### config.mk
export PLATFORM = sky130hd
export DESIGN_NAME = usb_rx_ctrl
export DESIGN_NICKNAME = d
export VERILOG_FILES = /design/src/rtl/usb_rx_pkg.sv /design/src/rtl/flex_counter.sv /design/src/rtl/usb_rx_ctrl.sv
export SDC_FILE = /design/constraint.sdc
export NUM_CORES = 1
export LEC_CHECK = 0
export ABC_AREA = 1
export BUFFER_PORTS_ARGS = -buffer_cell sky130_fd_sc_hd__buf_2
export CORE_ASPECT_RATIO = 0.6
export CORE_MARGIN = 4
export CORE_UTILIZATION = 55
export DETAILED_ROUTE_END_ITERATION = 10
export GPL_ROUTABILITY_DRIVEN = 0
export HOLD_SLACK_MARGIN = 0.08
export PLACE_DENSITY_LB_ADDON = 0.12
export SYNTH_ARGS = -nofsm -noshare
export SYNTH_HDL_FRONTEND = slang
export SYNTH_SLANG_ARGS = --single-unit
### constraint.sdc
create_clock -name clk -period 3.8 [get_ports clk]
set_input_delay 0.38 -clock clk [delete_from_list [all_inputs] [get_ports clk]]
set_output_delay 0.38 -clock clk [all_outputs]
set_load 0.005 [all_outputs]
### src/rtl/usb_rx_pkg.sv
// Shared types and constants for the USB receive controller.
package usb_rx_pkg;

    localparam int unsigned BYTE_W = 8;
    localparam int unsigned CNT_W  = 3;

    localparam logic [BYTE_W-1:0] SYNC_BYTE = 8'h80;
    localparam logic [CNT_W-1:0]  CNT_LAST  = 3'd7;

    typedef enum logic [2:0] {
        IDLE,
        SYNC,
        RECV,
        EOP_WAIT,
        ERROR
    } rx_state_t;

    // LSB-first deserialisation: new bit enters at the top.
    function automatic logic [BYTE_W-1:0] shift_in(input logic [BYTE_W-1:0] sr, input logic b);
        return {b, sr[BYTE_W-1:1]};
    endfunction

endpackage

### src/rtl/flex_counter.sv
// Parameterised up-counter that wraps from rollover_val back to zero.
module flex_counter #(
    parameter int unsigned NUM_CNT_BITS = 4
) (
    input  logic                    clk,
    input  logic                    rst,
    input  logic                    clear,
    input  logic                    count_enable,
    input  logic [NUM_CNT_BITS-1:0] rollover_val,
    output logic [NUM_CNT_BITS-1:0] count_out,
    output logic                    rollover_flag
);

    logic [NUM_CNT_BITS-1:0] count_q, count_d;

    always_comb begin
        count_d = count_q;
        if (clear) begin
            count_d = '0;
        end else if (count_enable) begin
            count_d = (count_q == rollover_val) ? '0 : count_q + NUM_CNT_BITS'(1);
        end
    end

    always_ff @(posedge clk) begin
        if (rst) begin
            count_q <= '0;
        end else begin
            count_q <= count_d;
        end
    end

    assign count_out     = count_q;
    assign rollover_flag = (count_q == rollover_val);

endmodule

### src/rtl/usb_rx_ctrl.sv
// USB receive control FSM: SYNC match, byte assembly with stuff-bit removal,
// EOP handling and sticky error reporting.
module usb_rx_ctrl
    import usb_rx_pkg::*;
(
    input  logic              clk,
    input  logic              rst,
    input  logic              start_det,
    input  logic              shift_en,
    input  logic              d_orig,
    input  logic              bit_stuff,
    input  logic              eop,
    output logic              det_shift_en,
    output logic [BYTE_W-1:0] rcv_data,
    output logic              byte_valid,
    output logic              rcving,
    output logic              rx_done,
    output logic              rx_error
);

    rx_state_t         state_q, state_d;
    logic [BYTE_W-1:0] shreg_q, shreg_d;
    logic [BYTE_W-1:0] rcv_data_q, rcv_data_d;
    logic              byte_valid_q, byte_valid_d;
    logic              rcving_q, rcving_d;
    logic              rx_done_q, rx_done_d;
    logic              rx_error_q, rx_error_d;
    logic              eop_seen_q, eop_seen_d;

    logic              cnt_clear;
    logic              cnt_en;
    logic [CNT_W-1:0]  cnt;
    logic              cnt_last;

    flex_counter #(
        .NUM_CNT_BITS (CNT_W)
    ) u_bit_cnt (
        .clk           (clk),
        .rst           (rst),
        .clear         (cnt_clear),
        .count_enable  (cnt_en),
        .rollover_val  (CNT_LAST),
        .count_out     (cnt),
        .rollover_flag (cnt_last)
    );

    always_comb begin
        state_d      = state_q;
        shreg_d      = shreg_q;
        rcv_data_d   = rcv_data_q;
        byte_valid_d = 1'b0;
        rx_done_d    = 1'b0;
        rcving_d     = rcving_q;
        rx_error_d   = rx_error_q;
        eop_seen_d   = eop_seen_q;
        cnt_clear    = 1'b0;
        cnt_en       = 1'b0;

        unique case (state_q)
            IDLE: begin
                rcving_d = 1'b0;
                if (start_det) begin
                    state_d    = SYNC;
                    rx_error_d = 1'b0;
                    shreg_d    = '0;
                    cnt_clear  = 1'b1;
                end
            end

            SYNC: begin
                if (eop) begin
                    state_d    = ERROR;
                    rx_error_d = 1'b1;
                    eop_seen_d = 1'b0;
                end else if (shift_en) begin
                    cnt_en  = 1'b1;
                    shreg_d = shift_in(shreg_q, d_orig);
                    if (cnt_last) begin
                        if (shreg_d == SYNC_BYTE) begin
                            state_d  = RECV;
                            rcving_d = 1'b1;
                        end else begin
                            state_d    = ERROR;
                            rx_error_d = 1'b1;
                            eop_seen_d = 1'b0;
                        end
                    end
                end
            end

            RECV: begin
                // eop outranks a coincident strobe; that bit is dropped.
                if (eop) begin
                    rcving_d = 1'b0;
                    if (cnt == '0) begin
                        state_d   = EOP_WAIT;
                        rx_done_d = 1'b1;
                    end else begin
                        state_d    = ERROR;
                        rx_error_d = 1'b1;
                        eop_seen_d = 1'b0;
                    end
                end else if (shift_en) begin
                    if (bit_stuff) begin
                        if (d_orig) begin
                            state_d    = ERROR;
                            rx_error_d = 1'b1;
                            rcving_d   = 1'b0;
                            eop_seen_d = 1'b0;
                        end
                    end else begin
                        cnt_en  = 1'b1;
                        shreg_d = shift_in(shreg_q, d_orig);
                        if (cnt_last) begin
                            rcv_data_d   = shreg_d;
                            byte_valid_d = 1'b1;
                        end
                    end
                end
            end

            EOP_WAIT: begin
                rcving_d = 1'b0;
                if (!eop) begin
                    state_d = IDLE;
                end
            end

            ERROR: begin
                rcving_d   = 1'b0;
                rx_error_d = 1'b1;
                if (eop) begin
                    eop_seen_d = 1'b1;
                end else if (eop_seen_q) begin
                    state_d = IDLE;
                end
            end

            default: begin
                state_d = IDLE;
            end
        endcase
    end

    always_ff @(posedge clk) begin
        if (rst) begin
            state_q      <= IDLE;
            shreg_q      <= '0;
            rcv_data_q   <= '0;
            byte_valid_q <= 1'b0;
            rcving_q     <= 1'b0;
            rx_done_q    <= 1'b0;
            rx_error_q   <= 1'b0;
            eop_seen_q   <= 1'b0;
        end else begin
            state_q      <= state_d;
            shreg_q      <= shreg_d;
            rcv_data_q   <= rcv_data_d;
            byte_valid_q <= byte_valid_d;
            rcving_q     <= rcving_d;
            rx_done_q    <= rx_done_d;
            rx_error_q   <= rx_error_d;
            eop_seen_q   <= eop_seen_d;
        end
    end

    assign det_shift_en = shift_en & ~rst & ((state_q == SYNC) || (state_q == RECV));
    assign rcv_data     = rcv_data_q;
    assign byte_valid   = byte_valid_q;
    assign rcving       = rcving_q;
    assign rx_done      = rx_done_q;
    assign rx_error     = rx_error_q;

endmodule

==> After elaboration in Yosys (flattened, before gate mapping) <==
Cells that the tools add are included.
{ "op_classes": {"n_mux": 60, "eq_ne": 25, "n_bitwise": 7, "add_sub_neg": 1, "reduce_logical": 17} }
{ "op_table": {"columns": ["cell", "n"], "rows": [
  ["$mux W8", 6],
  ["$mux W3", 14],
  ["$mux W1", 34],
  ["$reduce_and A9 Y1", 3],
  ["$ne A2 B2 Y1 const B", 12],
  ["$pmux W8 S3", 1],
  ["$ne A3 B3 Y1 const B", 7],
  ["$pmux W3 S5", 1],
  ["$reduce_bool A3 Y1", 3],
  ["$eq A8 B8 Y1 const B", 1],
  ["$reduce_and A8 Y1", 1],
  ["$reduce_and A7 Y1", 1],
  ["$eq A3 B2 Y1 const B", 2],
  ["$eq A3 B3 Y1 const B", 2],
  ["$logic_not A3 Y1", 2],
  ["$pmux W1 S3", 2],
  ["$reduce_or A3 Y1", 2],
  ["$not A1 Y1", 5],
  ["$reduce_and A5 Y1", 1],
  ["$reduce_or A5 Y1", 1],
  ["$pmux W1 S4", 1],
  ["$reduce_bool A4 Y1", 1],
  ["$add A3 B1 Y3 const B", 1],
  ["$eq A3 B1 Y1 const B", 1],
  ["other kinds (4)", 5]
]} }
{ "word_totals": {"input_bits": 7, "ff_bits": 27, "out_inout_bits": 13, "elab_cells": 119} }

==> Logic depth before layout (Yosys ltp) <==
{ "depth": {"word_depth": 6, "ltp_mapped": 11, "ltp_nobuf": 10} }

==> Modules after synthesis <==
From an unflattened synthesis, not the netlist that was laid out.
{ "hier_totals": {"hier_cells": 244, "area_unflattened_um2": 1516.5} }
{ "by_module_without_submodules": {"columns": ["mod", "cells_per_inst", "area_per_inst_um2", "n_inst", "seq_area_each_um2"], "rows": [
  ["usb_rx_ctrl", 215, 1323.8, 1, 460.4],
  ["flex_counter", 29, 192.7, 1, 60.1]
]} }

==> Worst setup path before layout <==
OpenSTA, ideal clock, no wires.
{ "synth_path": {"path_kind": "register to register", "startpoint": "reg u_bit_cnt.count_q[0] (netlist: u_bit_cnt.count_out[0])", "endpoint": "reg rcv_data_q[7] (netlist: rcv_data[7])", "required_ps": 3684, "arrival_ps": 1224, "path_stages_with_launch": 8, "n_path_buf": 1, "period_less_slack_ps": 1339, "setup_ps": 116, "setup_slack_ps": 2461, "path_cell_list": "dfxtp_1 -> ha_1 -> ha_1 -> inv_1 -> nor2_8 -> buf_6 -> o21ai_0 -> nor2_1"} }
{ "synth_via": {"elab_chain_cells": 2} }
{ "synth_rtl": {"columns": ["item", "line_no", "rtl"], "rows": [
  ["from (decl)", "flex_counter.sv:14", "logic [NUM_CNT_BITS-1:0] count_q, count_d;"],
  ["from (signal assigned)", "flex_counter.sv:29", "count_q <= count_d;"],
  ["$eq A3 B3 Y1", "flex_counter.sv:34", "assign rollover_flag = (count_q == rollover_val);"],
  ["net cnt_last", "usb_rx_ctrl.sv:33", "logic cnt_last;"],
  ["$reduce_and A5 Y1 (no line)", null, null],
  ["to (signal assigned)", "usb_rx_ctrl.sv:158", "rcv_data_q <= rcv_data_d;"],
  ["to (decl)", "usb_rx_ctrl.sv:23", "logic [BYTE_W-1:0] rcv_data_q, rcv_data_d;"]
]} }
The timed path passes the listed nets, and every way through them passes these cells.
A chain may end at the register's enable or synchronous reset.

==> Worst setup path in the final report <==
{ "layout_path": {"startpoint": "reg state_q[2]", "endpoint": "out det_shift_en"} }
{ "layout_via": {"elab_chain_cells": 3, "word_cells_on_any_way": 4, "classes_between": "2 x eq/ne; 1 x bitwise; 1 x reduce/logical"} }
{ "layout_rtl": {"columns": ["item", "line_no", "rtl"], "rows": [
  ["from (decl)", "usb_rx_ctrl.sv:21", "rx_state_t state_q, state_d;"],
  ["from (signal assigned)", "usb_rx_ctrl.sv:156", "state_q <= state_d;"],
  ["$eq A3 B1 Y1 or $eq A3 B2 Y1 (tied branches)", "usb_rx_ctrl.sv:167", "assign det_shift_en = shift_en & ~rst & ((state_q == SYNC) || (state_q == RECV));"],
  ["$logic_or A1 B1 Y1 (*)", "usb_rx_ctrl.sv:167", null],
  ["$and A1 B1 Y1 (*)", "usb_rx_ctrl.sv:167", null],
  ["to (decl)", "usb_rx_ctrl.sv:13", "output logic det_shift_en,"]
]} }
Every way passes the cells marked *; elsewhere a longest branch is shown, timed or not.

==> results.ini <==
[finish]
multi_input_area_sq_um=817
ff_latch_area_sq_um=520
mostFrequentLayoutCells=50 x nand2_1, 33 x nor2_1, 26 x nand3_1, 26 x dfxtp_1, 21 x inv_1
stdcell_count=268
diodes=0
nNetsFinal=247
final_common_cell=nand2_1
drive_above_1_share_pct=17.8
nFillCells=233
area_growth_pct=11.0

[yosys]
ys_warn_count=0
synth.top_cell.area_share_pct=35.3
syn_area_per_cell_sq_um=6.76
ys_seq_elements=26
synth_cell_types=24
synth-xor-area-share_pct=0
synth_cells=218
synth-compound-area-share_pct=11.8
synth_nets=228
synth-simple-area-share_pct=41.1
synth_top_family_by_area=simple AND/OR/NAND/NOR gates
yosys.area.top_type=dfxtp_1
synth_mux_area_share_pct=0
synth_area_leaders=dfxtp_1 35%, nand2_1 13%, nand3_1 8.8%, nor2_1 8.4%, a21oi_1 6.1%
synth_area_sq_um=1470
synth_fa_ha_area_share_pct=2.55
seq_area_frac_synth_pct=35.3

[detailed_routing]
drtPass1Iterations=5
ant_nets=0
wl_per_cell_um=14.4
drtIter0Drc=154
drt_wl_total_mm=3.87
drc=0
vias=1525
viasPerCell=5.69

[clock_tree]
cts_setup_buffers=0
htree_levels=1
clk_latency_ps=280
cts_sinks=26
cts_root_buffer=clkbuf_8
cts_tree=yes
clk_pin_slew_worst_paths_ps=100
clk_path_buf_depth=2
ctsHoldBuffers=0
cts-resized-gates=0
cts_made_buffers=3

[sta]
skew_ps=9.01
setup_viol=0
period_needed_ps=2030
hold_ws_ps=385
period_share_pct=53.4
finalHoldViolCount=0
rsz0062_at_grt=false
tns_ps=0
slew_headroom_pct=63.2
fmax_mhz=492
maxSlewViolCount=0
worst_pin_slew_ps=546

[critical_path]
end_kind=primary output
crit_type=reg -> out
worstSetupStartpointType=flop
crit_required_ps=3420
reg2regPathDepth=6
crit_fanout=10
arrival_ps=1650

[placement]
portBuffers=19
hpwl_mm=2.95
placed_cells=264

[floorplan]
initial_core_util_pct=58.4
rows=14
core_area_sq_um=2520
die_x_um=74.8
die_h_um=48.1
ioPinCount=20
dieArea_sq_um=3600

[run_status]
outcome=complete, no violations

[global_routing]
grt_pass1_vias=1242
grt_max_degree=17
antenna_found_initial=0
grt-ovfl-total=0
grt_pass1_wl_mm=6.08
track_usage_pct=23.4

[hold_path]
hold-path-cell-count=2
min_path_type=in -> reg

[power_and_ir_drop]
power.density_nw_per_um2=720
p_total_w=0.00118
p_leak_nw=0.807
ir_worst_vdd_mv=0.306

[flow_run]
max-cap-violations=0

[cell usage after synthesis]
library cell	count
nand2_1	50
nor2_1	33
dfxtp_1	26
nand3_1	26
inv_1	21
a21oi_1	18
o21ai_0	9
nor3_1	6
buf_6	3
ha_1	3
inv_2	3
nand2_2	3
nor2_4	3
a21oi_2	2
nand2_4	2
nor2_2	2
a21boi_0	1
buf_4	1
clkbuf_1	1
nand3_2	1
nor2_8	1
nor3_4	1
o21ai_1	1
o21ai_2	1
[per-layer routing]
layer	vias up	GRT usage, %	part of all wire, %
li1	735	-	-
met1	695	32.1	45
met2	87	35.3	43
met3	8	6.29	11
met4	0	9.57	1.5
met5	-	0	0
[per-stage QoR]
stage               cell area [sq um]  setup WS [ps]  utilization [%]
floorplan                        1470           2460                -
global placement                 1560           2130             62.0
detailed placement               1560           2090             62.0
CTS                              1630           1780             64.8
global route                     1630           1690             64.8
finish                           1630           1770             64.8
[worst max-delay path, stage by stage, from the launching register on]
cell     delay [ps]
dfxtp_1         630
inv_1           170
nand2_2         220
nor2_1          110
nand2_1          90
nor2_1           40
buf_2           120
[sequential cells by signal (all words and copies together), names as in the netlist, 3 cells and up]
signal	cells
rcv_data	8
shreg_q	7
state_q	3
u_bit_cnt.count_out	3
[logic make-up (layout without fill, tap and decap cells)]
family / count (synthesis) / in the layout
buf+inv: 29 / 47
simple gates: 128 / 128
flops: 26 / 26
compound gates: 32 / 32
fa+ha+maj: 3 / 3
[path summary, 6_finish.rpt]
check / from / end / slack (ps)
hold / removal: rst / byte_valid / 380
hold reg to reg: rx_error / rx_error / 460
setup / recovery: state_q[2] / det_shift_en / 1770
setup reg to reg: state_q[2] / shreg_q[2] / 2050
[report_power, final]
group / internal, W / switching, W
clock network: 0.000141 / 0.0000961
registers: 0.000311 / 0.0000485
logic: 0.000177 / 0.000403
total: 0.000630 / 0.000548
[cell type report]
cell class                      count  share of cell area [%]
Inverter                           24                    5.51
Tap cell                           32                    2.45
Sequential cell                    26                    31.9
Clock inverter                      1                    1.84
Clock buffer                        3                    2.53
Timing Repair Buffer               19                    5.82
Multi-Input combinational cell    163                    50.0
No activity file was read; power rests on OpenSTA's default activity.
